<file path="src/rtl/burst_element_packer.sv">
// Repacks offset/length element packets from the burst reader into dense,
// lane-0-aligned words of NUM_PARALLEL_ELEMENTS elements; only a burst's final word may be short.
module burst_element_packer #(
  parameter int ELEM_WIDTH            = 16,
  parameter int NUM_PARALLEL_ELEMENTS = 4
) (
  input  logic                                            aclk,
  input  logic                                            areset,
  input  logic                                            in_valid,
  input  logic [NUM_PARALLEL_ELEMENTS*ELEM_WIDTH-1:0]     in_elements,
  input  logic [$clog2(NUM_PARALLEL_ELEMENTS)-1:0]        in_chunk_offset,
  input  logic [$clog2(NUM_PARALLEL_ELEMENTS+1)-1:0]      in_chunk_length,
  input  logic                                            in_last,
  output logic                                            out_valid,
  output logic [NUM_PARALLEL_ELEMENTS*ELEM_WIDTH-1:0]     out_elements,
  output logic [$clog2(NUM_PARALLEL_ELEMENTS+1)-1:0]      out_count,
  output logic                                            out_last,
  output logic                                            error
);

  localparam int N     = NUM_PARALLEL_ELEMENTS;
  localparam int EW    = ELEM_WIDTH;
  localparam int LEN_W = $clog2(N + 1);
  localparam int TOT_W = $clog2(2 * N);
  localparam int IDX_W = TOT_W + 1;
  localparam int SEQ   = 2 * N - 1;

  typedef enum logic {ACCUM, FLUSH} state_t;

  state_t             state_q, state_d;
  logic [EW-1:0]      hold_q [N-1];
  logic [EW-1:0]      hold_d [N-1];
  logic [TOT_W-1:0]   hold_count_q, hold_count_d;
  logic               error_q, error_d;
  logic               out_valid_q, out_valid_d;
  logic               out_last_q, out_last_d;
  logic [LEN_W-1:0]   out_count_q, out_count_d;
  logic [N*EW-1:0]    out_elements_q, out_elements_d;

  logic [EW-1:0]      in_lane [N];
  logic [EW-1:0]      seq [SEQ];
  logic [IDX_W-1:0]   off_ext, len_ext;
  logic [TOT_W-1:0]   total;
  logic               legal;

  for (genvar gi = 0; gi < N; gi++) begin : g_lane
    assign in_lane[gi] = in_elements[gi*EW +: EW];
  end

  assign off_ext = IDX_W'(in_chunk_offset);
  assign len_ext = IDX_W'(in_chunk_length);
  assign legal   = (len_ext != '0) && ((off_ext + len_ext) <= IDX_W'(N));
  assign total   = hold_count_q + TOT_W'(in_chunk_length);

  // seq = held elements followed by the packet's valid lanes; positions past total read as 0.
  for (genvar gi = 0; gi < SEQ; gi++) begin : g_seq
    logic [IDX_W-1:0] rel;
    logic [IDX_W-1:0] src;
    logic             from_hold;
    logic             from_in;
    logic [EW-1:0]    in_pick;
    logic [EW-1:0]    hold_pick;

    assign from_hold = IDX_W'(gi) < IDX_W'(hold_count_q);
    assign rel       = IDX_W'(gi) - IDX_W'(hold_count_q);
    assign from_in   = !from_hold && (rel < len_ext);
    assign src       = off_ext + rel;

    always_comb begin
      in_pick = '0;
      for (int e = 0; e < N; e++) begin
        if (src == IDX_W'(e)) begin
          in_pick = in_lane[e];
        end
      end
    end

    if (gi < N - 1) begin : g_hold
      assign hold_pick = hold_q[gi];
    end else begin : g_no_hold
      assign hold_pick = '0;
    end

    assign seq[gi] = from_hold ? hold_pick : (from_in ? in_pick : '0);
  end

  always_comb begin
    state_d        = state_q;
    hold_d         = hold_q;
    hold_count_d   = hold_count_q;
    error_d        = error_q;
    out_valid_d    = 1'b0;
    out_last_d     = 1'b0;
    out_count_d    = '0;
    out_elements_d = '0;

    if (state_q == FLUSH) begin
      // The flush word always goes out; a packet arriving now cannot be absorbed.
      out_valid_d  = 1'b1;
      out_last_d   = 1'b1;
      out_count_d  = LEN_W'(hold_count_q);
      for (int i = 0; i < N - 1; i++) begin
        if (TOT_W'(i) < hold_count_q) begin
          out_elements_d[i*EW +: EW] = hold_q[i];
        end
      end
      hold_count_d = '0;
      state_d      = ACCUM;
      if (in_valid) begin
        error_d = 1'b1;
      end
    end else if (in_valid) begin
      if (!legal) begin
        error_d = 1'b1;
      end else if (total >= TOT_W'(N)) begin
        out_valid_d = 1'b1;
        out_count_d = LEN_W'(N);
        for (int i = 0; i < N; i++) begin
          out_elements_d[i*EW +: EW] = seq[i];
        end
        for (int j = 0; j < N - 1; j++) begin
          hold_d[j] = seq[N + j];
        end
        hold_count_d = total - TOT_W'(N);
        if (in_last && (total == TOT_W'(N))) begin
          out_last_d = 1'b1;
        end else if (in_last) begin
          state_d = FLUSH;
        end
      end else if (in_last) begin
        out_valid_d = 1'b1;
        out_last_d  = 1'b1;
        out_count_d = LEN_W'(total);
        for (int i = 0; i < N; i++) begin
          out_elements_d[i*EW +: EW] = seq[i];
        end
        hold_count_d = '0;
      end else begin
        for (int j = 0; j < N - 1; j++) begin
          hold_d[j] = seq[j];
        end
        hold_count_d = total;
      end
    end
  end

  always_ff @(posedge aclk) begin
    if (areset) begin
      state_q        <= ACCUM;
      hold_count_q   <= '0;
      error_q        <= 1'b0;
      out_valid_q    <= 1'b0;
      out_last_q     <= 1'b0;
      out_count_q    <= '0;
      out_elements_q <= '0;
      for (int j = 0; j < N - 1; j++) begin
        hold_q[j] <= '0;
      end
    end else begin
      state_q        <= state_d;
      hold_count_q   <= hold_count_d;
      error_q        <= error_d;
      out_valid_q    <= out_valid_d;
      out_last_q     <= out_last_d;
      out_count_q    <= out_count_d;
      out_elements_q <= out_elements_d;
      for (int j = 0; j < N - 1; j++) begin
        hold_q[j] <= hold_d[j];
      end
    end
  end

  assign out_valid    = out_valid_q;
  assign out_last     = out_last_q;
  assign out_count    = out_count_q;
  assign out_elements = out_elements_q;
  assign error        = error_q;

endmodule

</file>
<file path="config.mk">
export PLATFORM = sky130hd
export DESIGN_NAME = burst_element_packer
export DESIGN_NICKNAME = d
export VERILOG_FILES = /design/src/rtl/burst_element_packer.sv
export SDC_FILE = /design/constraint.sdc
export NUM_CORES = 1
export LEC_CHECK = 0
export ABC_AREA = 1
export CAP_MARGIN = 20
export CORE_MARGIN = 5
export CORE_UTILIZATION = 40
export CTS_BUF_LIST = sky130_fd_sc_hd__clkbuf_8
export DETAILED_ROUTE_END_ITERATION = 8
export HOLD_SLACK_MARGIN = 0.06
export PLACE_DENSITY = 0.74
export SKIP_CTS_REPAIR_TIMING = 1
export SYNTH_ARGS = -nofsm -noshare
export SYNTH_HDL_FRONTEND = slang
export SYNTH_SLANG_ARGS = --single-unit
</file>
<file path="constraint.sdc">
create_clock -name aclk -period 6.65 [get_ports aclk]
set_clock_uncertainty 0.2 [all_clocks]
set_input_delay 0.665 -clock aclk [delete_from_list [all_inputs] [get_ports aclk]]
set_output_delay 0.665 -clock aclk [all_outputs]
set_load 0.01 [all_outputs]
</file>
==> impl.org <==
** Yosys
- Of the total synthesized cell area, the portion taken by XOR and XNOR cells is 0.005170.
- Of all flip-flops after synthesis, the portion carrying an async set or reset was 0.
- Commonest cells in the netlist :: sky130_fd_sc_hd__nand2_1, sky130_fd_sc_hd__nor2_1, sky130_fd_sc_hd__nand3_1, sky130_fd_sc_hd__a21oi_1, sky130_fd_sc_hd__dfxtp_1
- By area, the combinational part of the netlist is dominated by simple AND/OR/NAND/NOR gates.
- Summing every instance area after synthesis gives 9923 µm².
- The synthesized design contains 0 enable-type register cells.
- Instance count of the mapped netlist :: 1597
- Syn_nets :: 1710
- Area fraction in and, or, nand and nor cells after synthesis :: 0.3827
- Counting distinct cell types in the post-synthesis netlist gives 44.
- Synthesis inferred 122 register bits.
- In this run the mean area of a mapped cell was 6.214 µm².
- Ys flop type :: sky130_fd_sc_hd__dfxtp_1
- Area share of the largest cell type after synthesis :: 0.2461
- Most common cell in the netlist :: sky130_fd_sc_hd__nand2_1
- Ys Warns :: 0
- Of the total synthesized cell area, the portion taken by full adders, half adders and majority gates is 0.05573.
- Of all cell types, the one taking the most synthesized area is sky130_fd_sc_hd__dfxtp_1.
- The area fraction in compound gates after synthesis is 0.2150.
- Proportion of synthesized area in mux cells :: 0
- By area the synthesized netlist is led by sky130_fd_sc_hd__dfxtp_1, sky130_fd_sc_hd__nand2_1, sky130_fd_sc_hd__nand3_1.
- For this run, the register share of the synthesized area comes to 0.2461.

** Place
- Total placed cells including tap cells :: 1960
- PortBufs :: 142
- Summing all placed instances gives a cell area of 11330 µm².
- The congestion estimate from routability-driven global placement came to 0.9996.
- Placed wire-length estimate after detailed placement :: 29440 µm

** Cells and area
- Proportion of layout cells with a drive suffix above 1 :: 0.06595
- The final layout contains 1769 nets.
- Footprint of the multi-input gates :: 6559 µm²
- Area added between synthesis and finish :: 18.53%
- Antenna cells :: 0
- Register Area :: 2444 µm²
- The finished cells cover 11760 µm².
- Fill count :: 2481
- Non-filler cells in the finished layout :: 1992
- Fin util :: 0.4823

** Routing
- The final route contains 12350 vias.
- For this run, design rule violations remaining after detail routing come to 0.
- Wire length per cell after detailed routing :: 22.71 µm
- Vias per std cell :: 6.198
- The count of nets left with antenna violations once routing finished came out at 0.
- Aggregate routed wire length :: 45240 µm
- Detailed Routing Iterations Pass 1 :: 7
- For this block, the initial DRC count from the detailed router was 1982.

** Worst setup path
- Worst path cell trace :: clkdlybuf4s50_1, inv_1, fa_1, inv_2, o211ai_2, nand4_4, clkinv_4, nand3_2, inv_2, o21ai_0, a21oi_1
- The worst register-to-register path begins at hold_count_q[1]$_SDFFE_PP0P_.
- In this run the register-to-register setup slack is 2290 ps.
- Peak per-stage delay on the critical path :: 980 ps
- Startpoint type of the worst setup path :: input pin
- Data on the critical path arrives at its endpoint at 4680 ps.
- Data on the critical path is required at its endpoint by 6860 ps.
- Crit path max-delay cell type :: sky130_fd_sc_hd__inv_2
- The worst register-to-register path ends at g_seq[0].hold_pick[7]$_SDFFE_PP0P_.
- Of all nets on the critical path, the largest fanout is 49.
- Most repeated library cell on the critical path :: sky130_fd_sc_hd__inv_2
- The critical path contains buffers and inverters numbering 5 combined.
- The cell family contributing the most delay on the critical path is buffers and inverters.
- Critical Path End Type :: flip-flop
- By startpoint and endpoint, the worst setup path is classified as in2reg.
- Counting cells, the worst reg-to-reg path comes to 14.

** Global route
- For this run, the total global-route usage over all layers was measured as 0.3069.
- Vias in the first global route :: 11160
- The initial antenna violation count is 0.
- Wire length of the first global-routing pass :: 67060 µm
- The total overflow left after global routing is 0.
- Maximum number of pins on one net before global-route repair :: 54

** Die
- Site Rows :: 57
- In this run the standard cell core region covers 24390 µm².
- Die outline area :: 28060 µm²
- Height of the die :: 167.5 µm
- Die Width :: 167.5 µm
- The initial utilization of the core area, before any placement, comes to 0.4068.
- Top-level I/O count :: 143

** STA
- Final hold analysis gives a worst-case slack of 253.1 ps.
- Setup repair after global routing missed its margin :: false
- In the finished design, the share of the clock period the worst path needs comes to 0.6736.
- The final hold violation count came to 0.
- Setup violations remaining at the end of the flow were counted as 0.
- Actual transition at the worst max-transition pin :: 1154 ps
- Max transition margin :: 0.2289
- The max-slew violation total from the final report is 0.
- Subtracting the final worst setup slack from the clock period gives 4479 ps.
- Static timing analysis puts the maximum clock frequency at 223.3 MHz.
- Summed over all failing endpoints, the final setup total negative slack is 0 ps.

** Clock network
- Clock tree from TritonCTS :: built
- Clock-pin slew was measured on the worst setup and hold paths at 90 ps.
- The H-tree was split into 4 levels.
- In this run, CTS created clock tree buffers numbering 17.
- In this run the clock root is driven by a sky130_fd_sc_hd__clkbuf_8.
- The clock reaches the later pin of the worst-skew pair after 470 ps.
- The clock passes through at most 2 buffers.
- TritonCTS sink count :: 122

** Hold path
- For hold timing, the worst endpoint is error$_SDFFE_PP0P_.
- In this run the worst hold path is classified as reg2reg.
- The worst hold path passes through 2 cells.
- Startpoint of the worst hold path :: error$_SDFFE_PP0P_

** Power and ir drop
- Maximum resistive drop on vdd :: 0.1129 mV
- Power density normalized to cell area :: 224.4 nW/µm²
- Reported leakage power :: 4.839 nW

** Run status
- The flow ran to the end, and the final reports show no timing, DRC or antenna violations.

** Run
- Number of max-cap violations :: 0
## through the flow
step	power, W	setup slack [ps]
after floorplan	0.001526	3552
after global placement	0.001848	1871
after detailed placement	0.001862	1793
after CTS	0.002597	2267
after global routing	0.002764	1942
final	0.002639	2171
## layout make-up
cell class | count | share of cell area
Clock buffer | 18 | 0.02106
Tap cell | 324 | 0.03446
Inverter | 91 | 0.02946
Clock inverter | 13 | 0.01436
Sequential cell | 122 | 0.2077
Timing Repair Buffer | 163 | 0.1353
Multi-Input combinational cell | 1261 | 0.5576
## worst min-delay path, cell delays in order (launching register included)
cell	delay, ps
sky130_fd_sc_hd__dfxtp_1	310
sky130_fd_sc_hd__inv_1	40
sky130_fd_sc_hd__a21oi_1	50
## per-layer routing
layer  vias to the layer above  routed length, µm  GRT usage
li1                       5602                  -          -
met3                       179               7084    0.09500
met2                       973              17770     0.4297
met1                      5592              17970     0.4301
met4                         0               2407     0.1397
met5                         -                  0          0
## where the power goes
group | total [W] | leakage [nW] | internal [W] | switching [W]
combinational | 0.00110 | 3.64 | 0.000337 | 0.000766
sequential | 0.000794 | 0.992 | 0.000773 | 0.0000212
clock | 0.000742 | 0.209 | 0.000382 | 0.000360
## cells by family (layout without fill, tap and decap cells)
logic type,count (synthesis),count (layout)
AND/OR/NAND/NOR,855,855
flip-flops,122,122
adder cells (fa/ha/maj),40,40
buffers and inverters,214,285
AO/OA/AOI/OAI,361,361
XOR/XNOR,5,5
## cells in the final DEF (no fill, tap or decap), types with 17 or more instances in the layout
master	netlist	final
sky130_fd_sc_hd__o2111ai_1	17	17
sky130_fd_sc_hd__nor2_1	239	234
sky130_fd_sc_hd__dfxtp_1	122	121
sky130_fd_sc_hd__o21ai_0	69	69
sky130_fd_sc_hd__nand4_1	53	53
sky130_fd_sc_hd__ha_1	33	33
sky130_fd_sc_hd__a21oi_1	123	123
sky130_fd_sc_hd__nand2_1	302	302
sky130_fd_sc_hd__o21ai_1	54	54
sky130_fd_sc_hd__inv_2	17	18
sky130_fd_sc_hd__o211ai_1	64	64
sky130_fd_sc_hd__clkbuf_8	0	18
sky130_fd_sc_hd__buf_4	15	20
sky130_fd_sc_hd__clkdlybuf4s50_1	0	142
sky130_fd_sc_hd__inv_1	71	70
sky130_fd_sc_hd__nand3_1	223	223
## worst max path at each step
stage,start,endpoint,slack (ps),cells after the start
finish,in_chunk_offset[1],g_seq[1].hold_pick[15]$_SDFFE_PP0P_,2170,11
global route,in_chunk_offset[1],g_seq[1].hold_pick[5]$_SDFFE_PP0P_,1940,11
CTS,in_chunk_offset[1],g_seq[1].hold_pick[15]$_SDFFE_PP0P_,2270,11
detailed placement,in_chunk_offset[1],g_seq[2].hold_pick[14]$_SDFFE_PP0P_,1790,11
global placement,in_chunk_offset[1],g_seq[0].hold_pick[8]$_SDFFE_PP0P_,1870,12
floorplan,hold_count_q[1]$_SDFFE_PP0P_,g_seq[2].hold_pick[0]$_SDFFE_PP0P_,3550,13
## sequential cells by signal, summed over array words and instances, names as in the netlist
name / cells
out_elements: 64
g_seq.hold_pick: 48
hold_count_q: 3
out_count: 3
error: 1
out_last: 1
out_valid: 1
state_q: 1
No activity file was read; power rests on OpenSTA's default activity.
